[src/rtl/vc_switch_arbiter_if.sv]
// Handshake bundle between the per-VC input buffers, the switch arbiter and the output link.
interface vc_switch_arbiter_if #(
  parameter int NUM_VC = 2,
  parameter int DATA_W = 8
);
  localparam int VW = (NUM_VC > 1) ? $clog2(NUM_VC) : 1;

  logic [NUM_VC*DATA_W-1:0] vc_data;
  logic [NUM_VC-1:0]        vc_valid;
  logic [NUM_VC-1:0]        vc_tail;
  logic [NUM_VC-1:0]        vc_ready;
  logic [DATA_W-1:0]        out_data;
  logic                     out_valid;
  logic                     out_tail;
  logic [VW-1:0]            out_vc;

  modport slave (
    input  vc_data, vc_valid, vc_tail,
    output vc_ready, out_data, out_valid, out_tail, out_vc
  );

  modport master (
    output vc_data, vc_valid, vc_tail,
    input  vc_ready, out_data, out_valid, out_tail, out_vc
  );
endinterface

[src/rtl/vc_switch_arbiter.sv]
// Packet-level round-robin VC arbiter with credit-based flow control toward the output link.
// Optional per-VC head-flit counters are built only when SWITCH_ARB_STATS_EN is defined.
module vc_switch_arbiter #(
  parameter int NUM_VC     = 2,
  parameter int DATA_W     = 8,
  parameter int CREDIT_MAX = 4,
  localparam int CW        = $clog2(CREDIT_MAX + 1),
  localparam int VW        = (NUM_VC > 1) ? $clog2(NUM_VC) : 1
) (
  input  logic                 clk,
  input  logic                 reset_n,
  vc_switch_arbiter_if.slave   bus,
  input  logic                 credit_ret,
  output logic [CW-1:0]        credits,
  output logic                 credit_err,
  output logic [NUM_VC*16-1:0] grant_cnt
);

  typedef enum logic {IDLE, LOCKED} state_t;

  state_t            state_q, state_d;
  logic [VW-1:0]     rr_ptr_q, rr_ptr_d;
  logic [VW-1:0]     owner_q, owner_d;
  logic [CW-1:0]     credits_q, credits_d;
  logic              credit_err_q, credit_err_d;
  logic [DATA_W-1:0] out_data_q, out_data_d;
  logic              out_valid_q, out_valid_d;
  logic              out_tail_q, out_tail_d;
  logic [VW-1:0]     out_vc_q, out_vc_d;

  logic [VW-1:0]     winner;
  logic              found;
  logic [VW-1:0]     sel;
  logic              sel_valid;
  logic [NUM_VC-1:0] ready;
  logic              xfer;
  logic              xfer_tail;
  logic [DATA_W-1:0] xfer_data;
  int                idx;

  // Round-robin search starts one past the VC that last finished a packet.
  always_comb begin
    winner = '0;
    found  = 1'b0;
    idx    = 0;
    for (int k = 1; k <= NUM_VC; k++) begin
      idx = int'(rr_ptr_q) + k;
      if (idx >= NUM_VC) idx = idx - NUM_VC;
      if (!found && bus.vc_valid[VW'(idx)]) begin
        winner = VW'(idx);
        found  = 1'b1;
      end
    end
  end

  always_comb begin
    sel       = (state_q == LOCKED) ? owner_q : winner;
    sel_valid = (state_q == LOCKED) ? bus.vc_valid[owner_q] : found;
    ready     = '0;
    if (reset_n && (credits_q != '0) && sel_valid) ready[sel] = 1'b1;
    xfer      = |(bus.vc_valid & ready);
    xfer_tail = bus.vc_tail[sel];
    xfer_data = '0;
    for (int i = 0; i < NUM_VC; i++) begin
      if (sel == VW'(i)) xfer_data = bus.vc_data[i*DATA_W +: DATA_W];
    end
  end

  always_comb begin
    state_d      = state_q;
    rr_ptr_d     = rr_ptr_q;
    owner_d      = owner_q;
    credits_d    = credits_q;
    credit_err_d = credit_err_q;
    out_valid_d  = xfer;
    out_data_d   = xfer ? xfer_data : out_data_q;
    out_tail_d   = xfer ? xfer_tail : out_tail_q;
    out_vc_d     = xfer ? sel : out_vc_q;

    case (state_q)
      IDLE: begin
        if (xfer) begin
          if (xfer_tail) begin
            rr_ptr_d = sel;
          end else begin
            state_d = LOCKED;
            owner_d = sel;
          end
        end
      end
      LOCKED: begin
        if (xfer && xfer_tail) begin
          state_d  = IDLE;
          rr_ptr_d = owner_q;
        end
      end
      default: state_d = IDLE;
    endcase

    // A return that coincides with a send leaves the count alone and is never an overflow.
    case ({xfer, credit_ret})
      2'b10: credits_d = credits_q - CW'(1);
      2'b01: begin
        if (credits_q == CW'(CREDIT_MAX)) credit_err_d = 1'b1;
        else                              credits_d    = credits_q + CW'(1);
      end
      default: credits_d = credits_q;
    endcase
  end

  always_ff @(posedge clk or negedge reset_n) begin
    if (!reset_n) begin
      state_q      <= IDLE;
      rr_ptr_q     <= VW'(NUM_VC - 1);
      owner_q      <= '0;
      credits_q    <= CW'(CREDIT_MAX);
      credit_err_q <= 1'b0;
      out_data_q   <= '0;
      out_valid_q  <= 1'b0;
      out_tail_q   <= 1'b0;
      out_vc_q     <= '0;
    end else begin
      state_q      <= state_d;
      rr_ptr_q     <= rr_ptr_d;
      owner_q      <= owner_d;
      credits_q    <= credits_d;
      credit_err_q <= credit_err_d;
      out_data_q   <= out_data_d;
      out_valid_q  <= out_valid_d;
      out_tail_q   <= out_tail_d;
      out_vc_q     <= out_vc_d;
    end
  end

  assign bus.vc_ready  = ready;
  assign bus.out_data  = out_data_q;
  assign bus.out_valid = out_valid_q;
  assign bus.out_tail  = out_tail_q;
  assign bus.out_vc    = out_vc_q;
  assign credits       = credits_q;
  assign credit_err    = credit_err_q;

`ifdef SWITCH_ARB_STATS_EN
  logic        head_xfer;
  logic [15:0] cnt_q [NUM_VC];
  logic [15:0] cnt_d [NUM_VC];

  // Only transfers accepted in IDLE are head flits; counters saturate rather than wrap.
  always_comb begin
    head_xfer = xfer && (state_q == IDLE);
    for (int i = 0; i < NUM_VC; i++) begin
      cnt_d[i] = cnt_q[i];
      if (head_xfer && (sel == VW'(i)) && (cnt_q[i] != 16'hFFFF)) cnt_d[i] = cnt_q[i] + 16'd1;
    end
  end

  always_ff @(posedge clk or negedge reset_n) begin
    if (!reset_n) begin
      for (int i = 0; i < NUM_VC; i++) cnt_q[i] <= '0;
    end else begin
      for (int i = 0; i < NUM_VC; i++) cnt_q[i] <= cnt_d[i];
    end
  end

  always_comb begin
    grant_cnt = '0;
    for (int i = 0; i < NUM_VC; i++) grant_cnt[i*16 +: 16] = cnt_q[i];
  end
`else
  assign grant_cnt = '0;
`endif

endmodule
[src/flat_wrapper.sv]
// flat-port wrapper written by rule: the top's interface ports become plain ports
module vc_switch_arbiter_flat 
#(
  parameter int NUM_VC     = 2,
  parameter int DATA_W     = 8,
  parameter int CREDIT_MAX = 4,
  localparam int CW        = $clog2(CREDIT_MAX + 1),
  localparam int VW        = (NUM_VC > 1) ? $clog2(NUM_VC) : 1
)
  (clk, reset_n, credit_ret, credits, credit_err, grant_cnt, bus_vc_data, bus_vc_valid, bus_vc_tail, bus_vc_ready, bus_out_data, bus_out_valid, bus_out_tail, bus_out_vc);
  vc_switch_arbiter_if #(.NUM_VC(NUM_VC), .DATA_W(DATA_W)) bus_i ();
  input  logic clk;
  input  logic reset_n;
  input  logic credit_ret;
  output logic [CW-1:0] credits;
  output logic credit_err;
  output logic [NUM_VC*16-1:0] grant_cnt;
  input wire logic [$bits(bus_i.vc_data)-1:0] bus_vc_data;
  input wire logic [$bits(bus_i.vc_valid)-1:0] bus_vc_valid;
  input wire logic [$bits(bus_i.vc_tail)-1:0] bus_vc_tail;
  output wire logic [$bits(bus_i.vc_ready)-1:0] bus_vc_ready;
  output wire logic [$bits(bus_i.out_data)-1:0] bus_out_data;
  output wire logic [$bits(bus_i.out_valid)-1:0] bus_out_valid;
  output wire logic [$bits(bus_i.out_tail)-1:0] bus_out_tail;
  output wire logic [$bits(bus_i.out_vc)-1:0] bus_out_vc;
  assign bus_i.vc_data = bus_vc_data;
  assign bus_i.vc_valid = bus_vc_valid;
  assign bus_i.vc_tail = bus_vc_tail;
  assign bus_vc_ready = bus_i.vc_ready;
  assign bus_out_data = bus_i.out_data;
  assign bus_out_valid = bus_i.out_valid;
  assign bus_out_tail = bus_i.out_tail;
  assign bus_out_vc = bus_i.out_vc;
  vc_switch_arbiter #(.NUM_VC(NUM_VC), .DATA_W(DATA_W), .CREDIT_MAX(CREDIT_MAX)) u_core (.clk(clk), .reset_n(reset_n), .bus(bus_i), .credit_ret(credit_ret), .credits(credits), .credit_err(credit_err), .grant_cnt(grant_cnt));
endmodule
[config.mk]
export PLATFORM = sky130hd
export DESIGN_NAME = vc_switch_arbiter_flat
export DESIGN_NICKNAME = d
export VERILOG_FILES = /design/src/rtl/vc_switch_arbiter_if.sv /design/src/rtl/vc_switch_arbiter.sv /design/src/flat_wrapper.sv
export SDC_FILE = /design/constraint.sdc
export NUM_CORES = 1
export LEC_CHECK = 0
export CORE_ASPECT_RATIO = 1.2
export CORE_MARGIN = 5
export CORE_UTILIZATION = 38
export DETAILED_ROUTE_END_ITERATION = 10
export GPL_TIMING_DRIVEN = 0
export PLACE_DENSITY = 0.77
export SKIP_LAST_GASP = 1
export SLEW_MARGIN = 20
export SYNTH_ARGS = -nofsm -noshare
export SYNTH_HDL_FRONTEND = slang
export SYNTH_SLANG_ARGS = --single-unit
[constraint.sdc]
create_clock -name clk -period 2.6 [get_ports clk]
set_input_delay 0.78 -clock clk [delete_from_list [all_inputs] [get_ports clk]]
set_output_delay 0.78 -clock clk [all_outputs]
set_load 0.02 [all_outputs]
After elaboration in Yosys (flattened, before gate mapping)
Index checks and enable logic that the tools add are counted.
{ "classes": {"addsub": 6, "order_cmp": 7, "n_eq_ne": 7, "muxes": 30, "n_bitwise": 3, "reduce_logical": 13} }
{ "ops": {"columns": ["op", "count"], "rows": [
  ["two-way mux 1 bit", 23],
  ["two-way mux 8 bit", 1],
  ["< comparator 1 x 3 -> 1 bit, second input constant", 2],
  ["case mux 3 bit (2 select lines)", 1],
  ["AND reduction 3 bit", 2],
  ["logical AND 1 bit", 5],
  ["< comparator 1 x 2 -> 1 bit, second input constant", 2],
  ["inequality test 2 x 1 -> 1 bit, second input constant", 2],
  ["inequality test 2 bit, second input constant", 2],
  ["case mux 1 bit (2 select lines)", 2],
  ["AND reduction 2 bit", 2],
  ["adder 1 x 2 -> 3 bit, second input constant", 1],
  ["adder 3 x 1 -> 3 bit, second input constant", 1],
  ["== test 3 bit, second input constant", 1],
  [">= comparator 3 x 2 -> 1 bit, second input constant", 1],
  ["two-way mux 3 bit", 1],
  ["nonzero test 3 bit", 1],
  ["subtractor 3 x 1 -> 3 bit, second input constant", 1],
  ["adder 1 x 1 -> 2 bit, second input constant", 1],
  ["AND 2 bit", 1],
  ["== test 2 x 1 -> 1 bit, second input constant", 1],
  ["== test 2 bit, second input constant", 1],
  [">= comparator 2 bit, second input constant", 1],
  ["two-way mux 2 bit", 1],
  ["7 further kinds", 9]
]} }
{ "totals": {"reg_bits": 18, "in_bits": 23, "output_inout_bits": 49, "wordCells": 75} }

Logic depth before layout (Yosys ltp)
Gate-level depths: netlist of run 1.
{ "logic_depth": {"ltp_word": 21, "mapped_depth": 8, "ltp_nobuf": 8} }

Least setup slack after synthesis of run 1
OpenSTA, ideal clock, no wires.
{ "synth_path": {"kind": "in2reg", "from": "input port bus_vc_valid[1]", "to": "register u_core.credits_q[1], in the netlist u_core.credits[1]", "setup_ns": 0.128, "arrival_time_ns": 2.422, "required_time_ns": 2.472, "setup_slack_ns": 0.050, "path_stages": 7, "path_buffers": 0, "cell_sequence": "o21ai_1 > a2111oi_4 > nand2b_1 > fa_1 > mux2_2 > nand2_1 > o21ai_0"} }
{ "synth_via": {"elab_cells_between_ends": 13, "classes_between": "3 x eq/ne; 5 x mux; 1 x bitwise; 4 x reduce/logical"} }
{ "synth_lines": {"columns": ["element", "line_no", "text"], "rows": [
  ["start, declared", "flat_wrapper.sv:19", "input wire logic [$bits(bus_i.vc_valid)-1:0] bus_vc_valid;"],
  ["two-way mux 1 bit (not written as such) (2 in series)", "vc_switch_arbiter.sv:58", "sel_valid = (state_q == LOCKED) ? bus.vc_valid[owner_q] : found;"],
  ["two-way mux 1 bit", "vc_switch_arbiter.sv:58", null],
  ["logical AND 1 bit", "vc_switch_arbiter.sv:60", "if (reset_n && (credits_q != '0) && sel_valid) ready[sel] = 1'b1;"],
  ["two-way mux 2 bit", "vc_switch_arbiter.sv:60", null],
  ["AND 2 bit *", "vc_switch_arbiter.sv:61", "xfer = |(bus.vc_valid & ready);"],
  ["OR reduction 2 bit *", "vc_switch_arbiter.sv:61", null],
  ["== test 2 x 1 -> 1 bit or == test 2 bit (tied branches)", "vc_switch_arbiter.sv:101", "case ({xfer, credit_ret})"],
  ["case mux 3 bit (2 select lines) *", "vc_switch_arbiter.sv:101", null],
  ["via u_core.credits_d[1]", "vc_switch_arbiter.sv:24", "logic [CW-1:0] credits_q, credits_d;"],
  ["end signal, assigned", "vc_switch_arbiter.sv:116", "credits_q <= CW'(CREDIT_MAX);"],
  ["end signal, assigned", "vc_switch_arbiter.sv:126", "credits_q <= credits_d;"],
  ["end, declared", "vc_switch_arbiter.sv:24", null]
]} }
Mark *: on every way through the listed nets, which the timed path passes. The rest lies on a longest branch. The select of a mux whose other input is x is not followed.
A chain may end at the register's enable or synchronous reset.

Worst setup path after layout of run 1
{ "layout_path": {"from": "input port bus_vc_valid[0]", "to": "output port bus_vc_ready[1]"} }
{ "layout_via": {"elab_chain_len": 12, "elab_cells_between_ends": 21, "classes_between": "2 x order compare; 15 x mux; 4 x reduce/logical"} }
{ "layout_lines": {"columns": ["element", "line_no", "text"], "rows": [
  ["two-way mux 1 bit (not written as such) (2 in series)", "vc_switch_arbiter.sv:49", "if (!found && bus.vc_valid[VW'(idx)]) begin"],
  ["two-way mux 1 bit", "vc_switch_arbiter.sv:49", null],
  ["logical NOT 1 bit", "vc_switch_arbiter.sv:49", null],
  ["logical AND 1 bit", "vc_switch_arbiter.sv:49", null],
  ["two-way mux 1 bit", "vc_switch_arbiter.sv:49", null],
  ["two-way mux 1 bit", "vc_switch_arbiter.sv:57", "sel = (state_q == LOCKED) ? owner_q : winner;"],
  ["< comparator 1 x 2 -> 1 bit (not written as such) or >= comparator 1 bit (tied branches)", "vc_switch_arbiter.sv:60", null],
  ["logical AND 1 bit (not written as such)", "vc_switch_arbiter.sv:60", null],
  ["two-way mux 1 bit (not written as such)", "vc_switch_arbiter.sv:60", null],
  ["demux 1 bit (select 1 bit)", null, null],
  ["two-way mux 2 bit *", "vc_switch_arbiter.sv:60", null],
  ["end, declared", "flat_wrapper.sv:21", "output wire logic [$bits(bus_i.vc_ready)-1:0] bus_vc_ready;"]
]} }
Every way passes the cells marked *; elsewhere a longest branch is shown, timed or not. The select of a mux whose other input is x is not followed.

==> results of run 1 <==
## final timing paths
check	cells after the start	slack [ns]	end	startpoint
setup / recovery	6	0.06	bus_vc_ready[1]	bus_vc_valid[0]
hold / removal	1	0.35	u_core.bus.out_valid	reset_n
setup reg to reg	7	0.21	u_core.credits[2]	u_core.credits[0]
hold reg to reg	1	0.47	u_core.credit_err	u_core.credit_err
max in group asynchronous	1	2.00	u_core.rr_ptr_q	reset_n
min in group clk	1	0.47	u_core.credit_err	u_core.credit_err
## area by class of cell
type,instances,area share (%)
Inverter,8,1.59
Buffer,36,13.9
Clock buffer,4,2.92
Multi-Input combinational cell,105,35.1
Timing Repair Buffer,39,19.9
Tap cell,37,2.46
Sequential cell,18,24.1
## routing by layer
layer	up-vias	global-route usage, %	wire [µm]
met5	-	0	0
li1	553	-	-
met1	489	11.9	1020
met2	47	19.0	1340
met4	0	4.25	26
met3	5	5.66	362
## timing repair
action / CTS / global route
setup buffers: 1 / 0
endpoints found under the setup margin: 19 / 2
hold buffers: 0 / 0
pin swaps: 1 / 0
gates resized for setup: 18 / 7
## worst max-delay path, delay by kind of cell
| family | cells | cell delay (ns) |
|---|---|---|
| buffers and inverters | 4 | 0.55 |
| AOI/OAI and AO/OA | 1 | 0.29 |
| and+or+nand+nor | 1 | 0.13 |
## cells by family (layout without fill, tap and decap cells)
logic type	Yosys count	after routing	synth area share [%]
buf+inv	44	87	22.8
fa+ha+maj	1	1	1.58
flops	18	18	35.7
simple gates	29	29	10.8
xor+xnor	1	1	0.691
compound gates	28	28	16.9
other cells	1	32	0.296
mux	14	14	11.3
## cell usage after synthesis, drive strengths merged
cell type  count  area, µm²
buf           35        255
dfrtp         16        400
nor2          15       56.3
mux2i         12        120
a21oi         11       55.1
inv            8       30.0
nand2          5       18.8
o21ai          3       15.0
a2111oi        2       42.5
and3b          2       17.5
dfstp          2       52.6
mux2           2       22.5
o31a           2       17.5
o31ai          2       15.0
a211o          1       8.76
a22oi          1       7.51
a2bb2oi        1       8.76
a311o          1       10.0
a31oi          1       6.26
a41o           1       10.0
clkbuf         1       3.75
conb           1       3.75
fa             1       20.0
nand2b         1       6.26
nand3          1       5.00
nor2b          1       6.26
nor3           1       5.00
nor3b          1       7.51
nor4           1       6.26
o2bb2ai        1       8.76
o311ai         1       8.76
or4            1       7.51
xnor2          1       8.76
## flip-flops by register name, indices dropped and copies added, names as in the netlist, named ones only
| name | count |
|---|---|
| u_core.bus.out_data | 8 |
| u_core.credits | 3 |
| u_core.bus.out_tail | 1 |
| u_core.bus.out_valid | 1 |
| u_core.bus.out_vc | 1 |
| u_core.credit_err | 1 |
| u_core.owner_q | 1 |
| u_core.rr_ptr_q | 1 |
## power breakdown
part	internal [µW]	total, µW	switching (µW)
combinational	471	965	495
sequential	420	545	126
clock	135	232	97.3
total	1030	1740	718
## metrics by stage
stage | setup TNS, ns | cell area, µm²
after floorplan | 0 | 1380
after global placement | -15.19 | 1810
after detailed placement | -16.17 | 1810
after CTS | -0.201 | 1880
after global routing | -0.0178 | 1880
final | 0 | 1880
==> results.md, run 1 <==
- Worst slew pin tran: 0.737 ns
- GRT Util Overall: 11.2%
- Synth Instances: roughly 140
- PortBufs: 38
- Worst EP arrival: 1.76 ns
- Status: finished, final reports clean
- Placement Setup Slack: -1.37 ns
- Initial antenna violation count: 0
- Gpl congestion: 0.800
- VDD IR-drop max: about 530 µV
- WHS: approximately 0.35 ns
- Nets: between 200 and 250
- Drt pass-1 iters: 4
- Total number of vias: 1094
- First-pass GRT wire length: approximately 4100 µm
- Die X-Extent: 62.7 µm
- Total of fill cells in the finished design: between 300 and 400
- Layout area overhead: 48.6%
- Max frequency: 394 MHz
- Pwr dens: just over 900 nW/µm²
- Final core utilization: 57.4%
- FP Rows: 23
- Final worst slack: ~0.063 ns
- Initial Util: 38.6%
- DP Cell Count: 242
- Tmin final: 2.54 ns
- Area of the multi-input gates: around 660 µm²
- Post-route ant nets: 0
- Final slew viol count: 0
- CP endpoint kind: output port
- 1st-iter DRT viols: 14
- RSZ-0062 raised after global routing: yes
- Mapped cell area: 1270 µm²
- Clk Latency, worst-skew pair: 0.26 ns
- Non-Filler Instances: roughly 250
- Crit path max fanout: 10
- Die span in y: approximately 73 µm
- Clk sinks: 18
- Clock slew at reported path FFs: around 0.070 ns
- Overall routed net length: around 2700 µm
- Max Buffers Root-to-Sink: 2
- Cells along the critical path: clkbuf_2 -> inv_1 -> o31a_1 -> buf_4 -> nor3_4 -> buf_4
- CP peak stage delay: between 0.2 and 0.3 ns
- Yosys cell types: 36
- N_diodes: 0
- Yosys warnings: 0
- WL/cell: 11.1 µm
- Flip-flop and latch area: 453 µm²
- Max Cap Viol: 0
- Fin. Hold Viols: 0
- Largest net degree at the start of global routing: 22
- Num CTS Buffers: 3
- Worst clock skew: 0.00543 ns
- DRC violations left: 0
- Leak: 0.000955 µW
- Critical-path top delay cell: o31a_1
- Root Buffer: clkbuf_8
- Vias in the first global route: 953
- Most common cell after layout, fill and taps aside: buf_4
- Most frequent cells in the layout: buf_4 (35), clkdlybuf4s50_1 (33), conb_1 (32), dfrtp_1 (16), nor2_1 (15)
- Mapped Avg Cell Area: 9.32 µm²
- Share of cells above drive strength 1: 25.2%
- CP startpoint kind: input port
- DR vias/cell: 4.43
- Final count of negative-setup-slack endpoints: 0
- DP Wirelength: 2180 µm
- Slew HR: 50.4%
- #FFs+latches synth: 18
- Core footprint: ~3300 µm²
- Die Area: ~4600 µm²
- CTS H-tree lvls: 1
- I/O Pins: 72
- CTS tree: yes
- WS Path Type: input port to output port
- Remaining global-route overflow: 0
- Final Total Pwr: around 1700 µW
- Top cell by count, worst path: buf_4
- Register area share after synthesis: 35.7%
- Worst path required time: 1.82 ns
- HP Class: input port to async pin
- Fin crit share: 97.6%
No activity file was read; power rests on OpenSTA's default activity.
==> inputs of run 2 (changes only) <==
--- a/config.mk
+++ b/config.mk
@@ -8,6 +8,7 @@
 export CORE_ASPECT_RATIO = 1.2
 export CORE_MARGIN = 5
 export CORE_UTILIZATION = 38
+export CTS_CLUSTER_DIAMETER = 50
 export DETAILED_ROUTE_END_ITERATION = 10
 export GPL_TIMING_DRIVEN = 0
 export PLACE_DENSITY = 0.77
==> results of run 2 <==
Final layout, timing and power as in run 1 (identical DEF).
